### src/rtl/rf_pkg.sv
// Shared constants and helpers for the register file with pending-write scoreboard.
// Holds the default geometry, the hard-wired zero register and port slice addressing.
package rf_pkg;

  localparam int DATA_W_DEF = 32;
  localparam int ADDR_W_DEF = 5;
  localparam int NUM_RD_DEF = 2;
  localparam int ZERO_REG   = 0;

  // Low bit of port `port` inside a packed bus of `width`-bit fields.
  function automatic int slice_lo(input int port, input int width);
    return port * width;
  endfunction

endpackage

### src/rtl/rf_scoreboard.sv
// Pending-write scoreboard: one busy bit per register, set on issue, cleared on writeback.
// Also produces the WAW issue stall and a running count of pending registers.
module rf_scoreboard
  import rf_pkg::*;
#(
  parameter int ADDR_W = ADDR_W_DEF
) (
  input  logic                  clk,
  input  logic                  rst,
  input  logic                  wr_en,
  input  logic [ADDR_W-1:0]     wr_addr,
  input  logic                  iss_en,
  input  logic [ADDR_W-1:0]     iss_addr,
  output logic [2**ADDR_W-1:0]  busy,
  output logic                  iss_stall,
  output logic [ADDR_W:0]       busy_cnt
);

  localparam int NREGS = 2**ADDR_W;

  logic              wr_hit;
  logic              iss_req;
  logic              eff_busy;
  logic              do_set;
  logic              do_clr;
  logic [NREGS-1:0]  busy_nxt;
  logic [ADDR_W:0]   cnt_nxt;

  always_comb begin
    wr_hit    = wr_en && (wr_addr != ADDR_W'(ZERO_REG));
    iss_req   = iss_en && (iss_addr != ADDR_W'(ZERO_REG));
    // A writeback landing this cycle frees its register for a new producer.
    eff_busy  = busy[iss_addr] && !(wr_en && (wr_addr == iss_addr));
    iss_stall = !rst && iss_req && eff_busy;
    do_set    = iss_req && !eff_busy;
    do_clr    = wr_hit && busy[wr_addr];

    // Clear first so that a same-address issue leaves the bit set.
    busy_nxt = busy;
    if (wr_hit) busy_nxt[wr_addr] = 1'b0;
    if (do_set) busy_nxt[iss_addr] = 1'b1;

    cnt_nxt = busy_cnt;
    if (do_set && !do_clr)      cnt_nxt = busy_cnt + (ADDR_W+1)'(1);
    else if (do_clr && !do_set) cnt_nxt = busy_cnt - (ADDR_W+1)'(1);
  end

  always_ff @(posedge clk) begin
    if (rst) begin
      busy     <= '0;
      busy_cnt <= '0;
    end else begin
      busy     <= busy_nxt;
      busy_cnt <= cnt_nxt;
    end
  end

endmodule

### src/rtl/regfile_scoreboard.sv
// Multi-port register file with same-cycle write bypass and a pending-write scoreboard.
// Reads are combinational; writes and scoreboard updates occur on the rising edge.
module regfile_scoreboard
  import rf_pkg::*;
#(
  parameter int DATA_W = DATA_W_DEF,
  parameter int ADDR_W = ADDR_W_DEF,
  parameter int NUM_RD = NUM_RD_DEF
) (
  input  logic                      clk,
  input  logic                      rst,
  input  logic [NUM_RD*ADDR_W-1:0]  rd_addr,
  output logic [NUM_RD*DATA_W-1:0]  rd_data,
  output logic [NUM_RD-1:0]         rd_busy,
  input  logic                      wr_en,
  input  logic [ADDR_W-1:0]         wr_addr,
  input  logic [DATA_W-1:0]         wr_data,
  input  logic                      iss_en,
  input  logic [ADDR_W-1:0]         iss_addr,
  output logic                      iss_stall,
  output logic [ADDR_W:0]           busy_cnt
);

  localparam int NREGS = 2**ADDR_W;

  logic [DATA_W-1:0] regs [NREGS];
  logic [NREGS-1:0]  busy;
  logic              wr_hit;

  assign wr_hit = wr_en && (wr_addr != ADDR_W'(ZERO_REG));

  rf_scoreboard #(
    .ADDR_W (ADDR_W)
  ) u_sb (
    .clk       (clk),
    .rst       (rst),
    .wr_en     (wr_en),
    .wr_addr   (wr_addr),
    .iss_en    (iss_en),
    .iss_addr  (iss_addr),
    .busy      (busy),
    .iss_stall (iss_stall),
    .busy_cnt  (busy_cnt)
  );

  // Register 0 is never written, so it keeps its reset value of zero.
  always_ff @(posedge clk) begin
    if (rst) begin
      for (int r = 0; r < NREGS; r++) regs[r] <= '0;
    end else if (wr_hit) begin
      regs[wr_addr] <= wr_data;
    end
  end

  for (genvar i = 0; i < NUM_RD; i++) begin : g_rd
    logic [ADDR_W-1:0] addr;
    logic [DATA_W-1:0] data;
    logic              pend;

    assign addr = rd_addr[slice_lo(i, ADDR_W) +: ADDR_W];

    always_comb begin
      data = '0;
      pend = 1'b0;
      if (!rst && (addr != ADDR_W'(ZERO_REG))) begin
        if (wr_en && (wr_addr == addr)) begin
          data = wr_data;
        end else begin
          data = regs[addr];
          pend = busy[addr];
        end
      end
    end

    assign rd_data[slice_lo(i, DATA_W) +: DATA_W] = data;
    assign rd_busy[i] = pend;
  end

endmodule
### config.mk
export PLATFORM = sky130hd
export DESIGN_NAME = regfile_scoreboard
export DESIGN_NICKNAME = d
export VERILOG_FILES = /design/src/rtl/rf_pkg.sv /design/src/rtl/rf_scoreboard.sv /design/src/rtl/regfile_scoreboard.sv
export SDC_FILE = /design/constraint.sdc
export NUM_CORES = 2
export LEC_CHECK = 0
export BUFFER_PORTS_ARGS = -buffer_cell sky130_fd_sc_hd__buf_2
export CAP_MARGIN = 20
export CELL_PAD_IN_SITES_DETAIL_PLACEMENT = 1
export CELL_PAD_IN_SITES_GLOBAL_PLACEMENT = 1
export CORE_ASPECT_RATIO = 1.2
export CORE_MARGIN = 2
export CORE_UTILIZATION = 54
export DETAILED_ROUTE_END_ITERATION = 8
export GPL_TIMING_DRIVEN = 0
export PLACE_DENSITY = 0.81
export SETUP_SLACK_MARGIN = 0.15
export SYNTH_ARGS = -nofsm -noshare
export SYNTH_HDL_FRONTEND = slang
export SYNTH_HIERARCHICAL = 1
export SYNTH_SLANG_ARGS = --single-unit
export TNS_END_PERCENT = 10
### constraint.sdc
create_clock -name clk -period 4.9 [get_ports clk]
set_input_delay 0.49 -clock clk [delete_from_list [all_inputs] [get_ports clk]]
set_output_delay 0.49 -clock clk [all_outputs]
set_load 0.03 [all_outputs]
# ---- Yosys cells after proc, flatten, opt, wreduce, memory -nomap -nowiden
# Memories as Yosys holds them, arrays and structs flattened.
# Index checks and enable logic that the tools add are counted.
dict set report totals {
  out_inout_bits 73
  register_bits 38
  mem_count 1
  in_bits 56
  mem_bits_rw 1024
  elab_cells 76
}
# memory words width read_ports rd_clocked_by_memory_dff write_ports line
set memory_table {}
lappend memory_table {regs 32 32 2 0 32 regfile_scoreboard.sv:26} ;# logic [DATA_W-1:0] regs [NREGS];
dict set report classes {
  mux 32
  bitwise 3
  n_lt_le_gt_ge 6
  n_reduce_logical 27
  n_eq_ne 3
  add_sub_neg 2
}
# operator count
set op_table {}
lappend op_table {{$mux 32} 7}
lappend op_table {{$and 32x32->32} 1}
lappend op_table {{$not 32->32} 1}
lappend op_table {{$or 32x32->32} 1}
lappend op_table {{$reduce_or 32->1} 1}
lappend op_table {{$lt 5x6->1 const B} 4}
lappend op_table {{$bmux 1 s5} 4}
lappend op_table {{$reduce_bool 5->1} 4}
lappend op_table {{$logic_and 1x1->1} 16}
lappend op_table {{$mux 1} 16}
lappend op_table {{$eq 5x5->1} 3}
lappend op_table {{$mux 6} 2}
lappend op_table {{$demux 1 s5} 2}
lappend op_table {{$ge 5x1->1 const B} 2}
lappend op_table {{$add 6x1->6 const B} 1}
lappend op_table {{$sub 6x1->6 const B} 1}
lappend op_table {{$logic_not 1->1} 5}
lappend op_table {{$mux 5} 1}
lappend op_table {{$reduce_bool 2->1} 1}

# ---- Logic depth before layout (Yosys ltp)
dict set report depth {
  word_depth 10
  ltp_mapped 16
  mapped_depth_nobuf 13
}

# ---- Modules after synthesis
# The synthesis kept the hierarchy.
# mod area_each_um2 seq_area_each_um2 instances cells_per_inst
set modules_own_cells {}
lappend modules_own_cells {regfile_scoreboard 55771.0 30749.5 1 3881}
lappend modules_own_cells {rf_scoreboard 2591.2 760.7 1 293}

# ---- Worst setup path before layout
# No wires, ideal clock.
dict set report synth_timing {
  path_type {input -> register}
  startpoint {input wr_addr[0]}
  endpoint {register u_sb.busy_cnt[5]}
  slack_ns 1.061
  path_stages 14
  required_ns 4.773
  t_arrival_ns 3.712
  setup_ns 0.127
  n_path_buf 2
  path_cell_list {clkbuf_1 buf_1 mux4_2 a22oi_1 nand4_1 nand3_1 ha_1 inv_1 ha_1 a21oi_1 a21boi_0 o21a_1 o22a_1 or3_1}
}
dict set report synth_between {
  elab_chain_cells 9
  word_cells_on_any_way 17
  classes_between {1 x eq/ne; 3 x mux; 13 x reduce/logical}
}
# item line
set synth_rtl {}
lappend synth_rtl {{start: declaration} regfile_scoreboard.sv:16} ;# input logic [ADDR_W-1:0] wr_addr,
lappend synth_rtl {{branches (longest 9 deep; another with $mux 6)} -}
lappend synth_rtl {{end signal: assignment} rf_scoreboard.sv:54} ;# busy_cnt <= cnt_nxt;
lappend synth_rtl {{end: declaration} rf_scoreboard.sv:16} ;# output logic [ADDR_W:0] busy_cnt
# Parallel ways; which one is timed is not known. The select of a mux whose other input is x is not followed.
# A chain may end at the register's enable or synchronous reset.

# ---- Worst setup path after layout
dict set report layout_timing {
  startpoint {input rd_addr[9]}
  endpoint {output rd_data[42]}
}
dict set report layout_between {
  elab_chain_cells 4
  word_cells_on_any_way 7
  classes_between {1 x eq/ne; 2 x mux; 3 x reduce/logical; 1 x memory}
}
# item line
set layout_rtl {}
lappend layout_rtl {{start: declaration} regfile_scoreboard.sv:12} ;# input logic [NUM_RD*ADDR_W-1:0] rd_addr,
lappend layout_rtl {{branches (longest 3 deep; another with $mem_v2 32x32)} -}
lappend layout_rtl {{$mux 32 (*)} regfile_scoreboard.sv:65} ;# if (!rst && (addr != ADDR_W'(ZERO_REG))) begin
lappend layout_rtl {{end: declaration} regfile_scoreboard.sv:13} ;# output logic [NUM_RD*DATA_W-1:0] rd_data,
# Every way passes the cells marked *.

==> metrics.cfg <==
[critical_path]
worst-path-stages = 9
critPathLaunchType = primary input
crit_start = rd_addr[9]
r2r_end = u_sb/busy_cnt[5]
cp.arrival_ns = 4.44
crit_type = in2out
path_cells = buf_2 -> clkbuf_1 -> nand2b_1 -> buf_1 -> clkbuf_1 -> a21oi_1 -> nor3_1 -> a22o_1 -> buf_2
r2r-start = u_sb/busy[11]
rr_worst_depth = 14
worstPathRequired_ns = 4.41
slowest_stage = clkbuf_1
slowest_delay_ns = 0.79
rrSetupSlack_ns = 0.96
worstSetupEndpoint = rd_data[42]
critPathMaxFanout = 10
crit_family = buffers and inverters
endpoint_kind = primary output
path_buf_inv = 5

[timing]
rsz0062_at_grt = yes
post-route-period-util_pct = 100.6
tightestPinTransition_ns = 1.269
fmax_ghz = 0.2028
slew_viol_final = 0
fin_crit_ns = 4.930
finClkSkew_ns = 0.03333
fin_ws_ns = -0.03044
setup_viol_count_final = 3
hold_violations = 0
slew_headroom_pct = 15.41

[floorplanning]
initial_core_util_pct = 54.28
dieArea_mm2 = 0.1107
chipWidth_um = 304.1
coreArea_mm2 = 0.1075
boundaryPins = 129
die_h_um = 364.1
num_rows = 132

[layout]
nNetsFinal = 4555
postLayoutCoreUtil_pct = 60.59
area_delta_synth_final_pct = 11.63
drive_above_1_share_pct = 20.62

[clocking]
cts_sinks = 1062
htreeDepth = 3
cts-root-buf = clkbuf_16
clk_pin_slew_worst_paths_ns = 0.06
worstSkewPairLatency_ns = 0.77
clock_path_buffers = 3
cts_buffers = 111
cts_tree = built
cts_hold_buf = 0

[synthesis]
yosysWarningCount = 6
synth-seq-cells = 1062
syn_area_per_cell_um2 = 13.98
ys_seq_area_share_pct = 53.99
syn_inst = 4174
synth-edff-count = 1024
synth.distinct_cells = 69
synth-main-ff-cell = edfxtp_1
netlist_area_mm2 = 0.05836
ys_async_sr_fraction_pct = 0

[min_path]
hold_depth = 2
hold_path_class = in2reg

[pwr]
p_per_area_mw_per_mm2 = 347.0
pwr-share-comb_pct = 15.0
internal_power_mw = 16.20
clock_power_share_pct = 37.5
p_leak_nw = 23.09
p_sw_mw = 6.407
pwr-share-seq_pct = 47.6
ir_drop_uv = 311.8
switching_share_pct = 28.34

[route]
drtPass1Iterations = 8
vias = 44800
drt-total-wl_um = 261800
post_drt_wl_per_cell_um = 43.66
viasPerCell = 7.472
ant_nets = 0
drtIter0Drc = 8094
remaining_drc_errors = 0

[placed_design]
post-dp-hpwl_um = 179200
place_ws_ns = 0.02429
numPortBuffers = 114
place_congestion = 1.019

[run]
maxCapViolCount = 0

[global_routing]
antenna_found_initial = 16
grt.total_usage_pct = 47.09
grt_max_degree = 33
grt_pass1_vias = 45070
grt_pass1_wl_um = 355400
grt_overflow = 0

[run_status]
outcome = complete, but fails checks
violations = negative setup slack

==> metal layers <==
| layer | up-vias | track usage, % | part of all wire (%) |
|---|---|---|---|
| met1 | 22680 | 56.53 | 32 |
| met2 | 4353 | 68.62 | 43 |
| met4 | 6 | 40.38 | 10 |
| li1 | 16660 | - | - |
| met5 | - | 0 | 0.021 |
| met3 | 1100 | 15.82 | 14 |
==> power by group through the flow <==
stage          Combinational, mW  Sequential, mW  Clock, mW
2_1_floorplan               1.82            10.8          0
3_3_place_gp                3.04            10.9          0
3_5_place_dp                3.15            10.9          0
4_1_cts                     3.18            10.7       8.35
5_1_grt                     3.38            10.8       8.67
6_report                    3.39            10.8       8.47
==> state kept, by name, summed over array words and instances, names as in the netlist <==
register	cells
regs	1024
u_sb/busy	32
u_sb/busy_cnt	6
==> layout make-up <==
class | count | area, um^2
inverter | 8 | 30.03
timing repair buffer | 174 | 1431
buffer | 454 | 2083
sequential | 1062 | 31510
fill | 10240 | 42370
tap | 1407 | 1760
multi-input combinational | 2681 | 24880
antenna | 9 | 22.52
clock buffer | 146 | 2930
clock inverter | 54 | 501.7
==> worst min-delay path by stage <==
stage,from,to,slack [ns]
floorplan,u_sb/busy[0],u_sb/busy[0],0.48
global placement,u_sb/busy_cnt[4],u_sb/busy_cnt[4],0.47
detailed placement,u_sb/busy_cnt[4],u_sb/busy_cnt[4],0.49
CTS,wr_data[5],regs[5][5],0.15
global route,wr_data[26],regs[6][26],0.18
finish,wr_data[26],regs[6][26],0.16
==> cell usage after synthesis (11+ instances only) <==
| cell type | number | area share [%] |
|---|---|---|
| a2111oi_0 | 24 | 0.36 |
| a2111oi_2 | 11 | 0.28 |
| a211oi_1 | 19 | 0.24 |
| a21oi_1 | 101 | 0.87 |
| a22o_1 | 94 | 1.4 |
| a22oi_1 | 86 | 1.1 |
| and2_1 | 1012 | 11 |
| buf_1 | 13 | 0.084 |
| buf_2 | 67 | 0.57 |
| buf_4 | 32 | 0.41 |
| buf_6 | 18 | 0.35 |
| clkbuf_1 | 321 | 2.1 |
| dfxtp_1 | 38 | 1.3 |
| edfxtp_1 | 1024 | 53 |
| mux2_2 | 60 | 1.2 |
| mux2i_1 | 311 | 5.3 |
| mux4_2 | 382 | 15 |
| nand2_1 | 63 | 0.41 |
| nand3_1 | 16 | 0.14 |
| nand3b_1 | 28 | 0.36 |
| nor2_1 | 76 | 0.49 |
| nor2b_1 | 30 | 0.32 |
| nor3_1 | 24 | 0.21 |
| o21ai_0 | 29 | 0.25 |
| o221ai_1 | 88 | 1.3 |
| o22ai_1 | 38 | 0.41 |
| o31ai_1 | 24 | 0.31 |
| or2_2 | 35 | 0.38 |
| xor2_1 | 12 | 0.18 |
==> what timing repair did <==
action / CTS / global route
buffers inserted: 0 / 0
cloned: 0 / 0
resized for setup: 1 / 4
pin swaps: 0 / 0
setup endpoints to repair: 3 / 2
==> metrics by stage <==
stage	area (um^2)	setup TNS, ns	power [mW]	hold slack [ns]	cells
floorplan	58480	0	12.61	0.4772	4205
global placement	60810	-0.3706	13.90	0.4723	5726
detailed placement	61380	0	14.07	0.4932	5765
CTS	64810	0	22.26	0.1492	5965
global route	65130	0	22.83	0.1829	5986
finish	65150	-0.08686	22.61	0.1637	5995
==> cells in the final DEF (no fill, tap or decap), types with 18 or more instances in the layout <==
cell,Yosys,routed
dfxtp_1,38,38
buf_12,0,21
buf_2,67,190
buf_4,32,36
o21ai_0,29,29
a21oi_1,101,101
buf_6,18,21
clkinv_1,0,21
clkbuf_16,0,113
and2_1,1012,1012
o221ai_1,88,88
conb_1,1,32
o22ai_1,38,38
nand2_1,63,63
clkbuf_1,321,349
edfxtp_1,1024,1024
nand3b_1,28,28
mux2_2,60,60
a22o_1,94,94
o31ai_1,24,24
mux4_2,382,382
nor3_1,24,24
a22oi_1,86,86
or2_2,35,35
a211oi_1,19,19
nor2_1,76,76
mux2i_1,311,311
buf_8,2,18
nor2b_1,30,30
==> kinds of logic after synthesis <==
family / synth area share [%]
mux: 21.23
compound gates: 7.173
fa+ha+maj: 0.1629
simple gates: 13.58
other cells: 0.006425
xor+xnor: 0.2551
buf+inv: 3.597
flops: 53.99
Power figures use the tool's default switching activity.
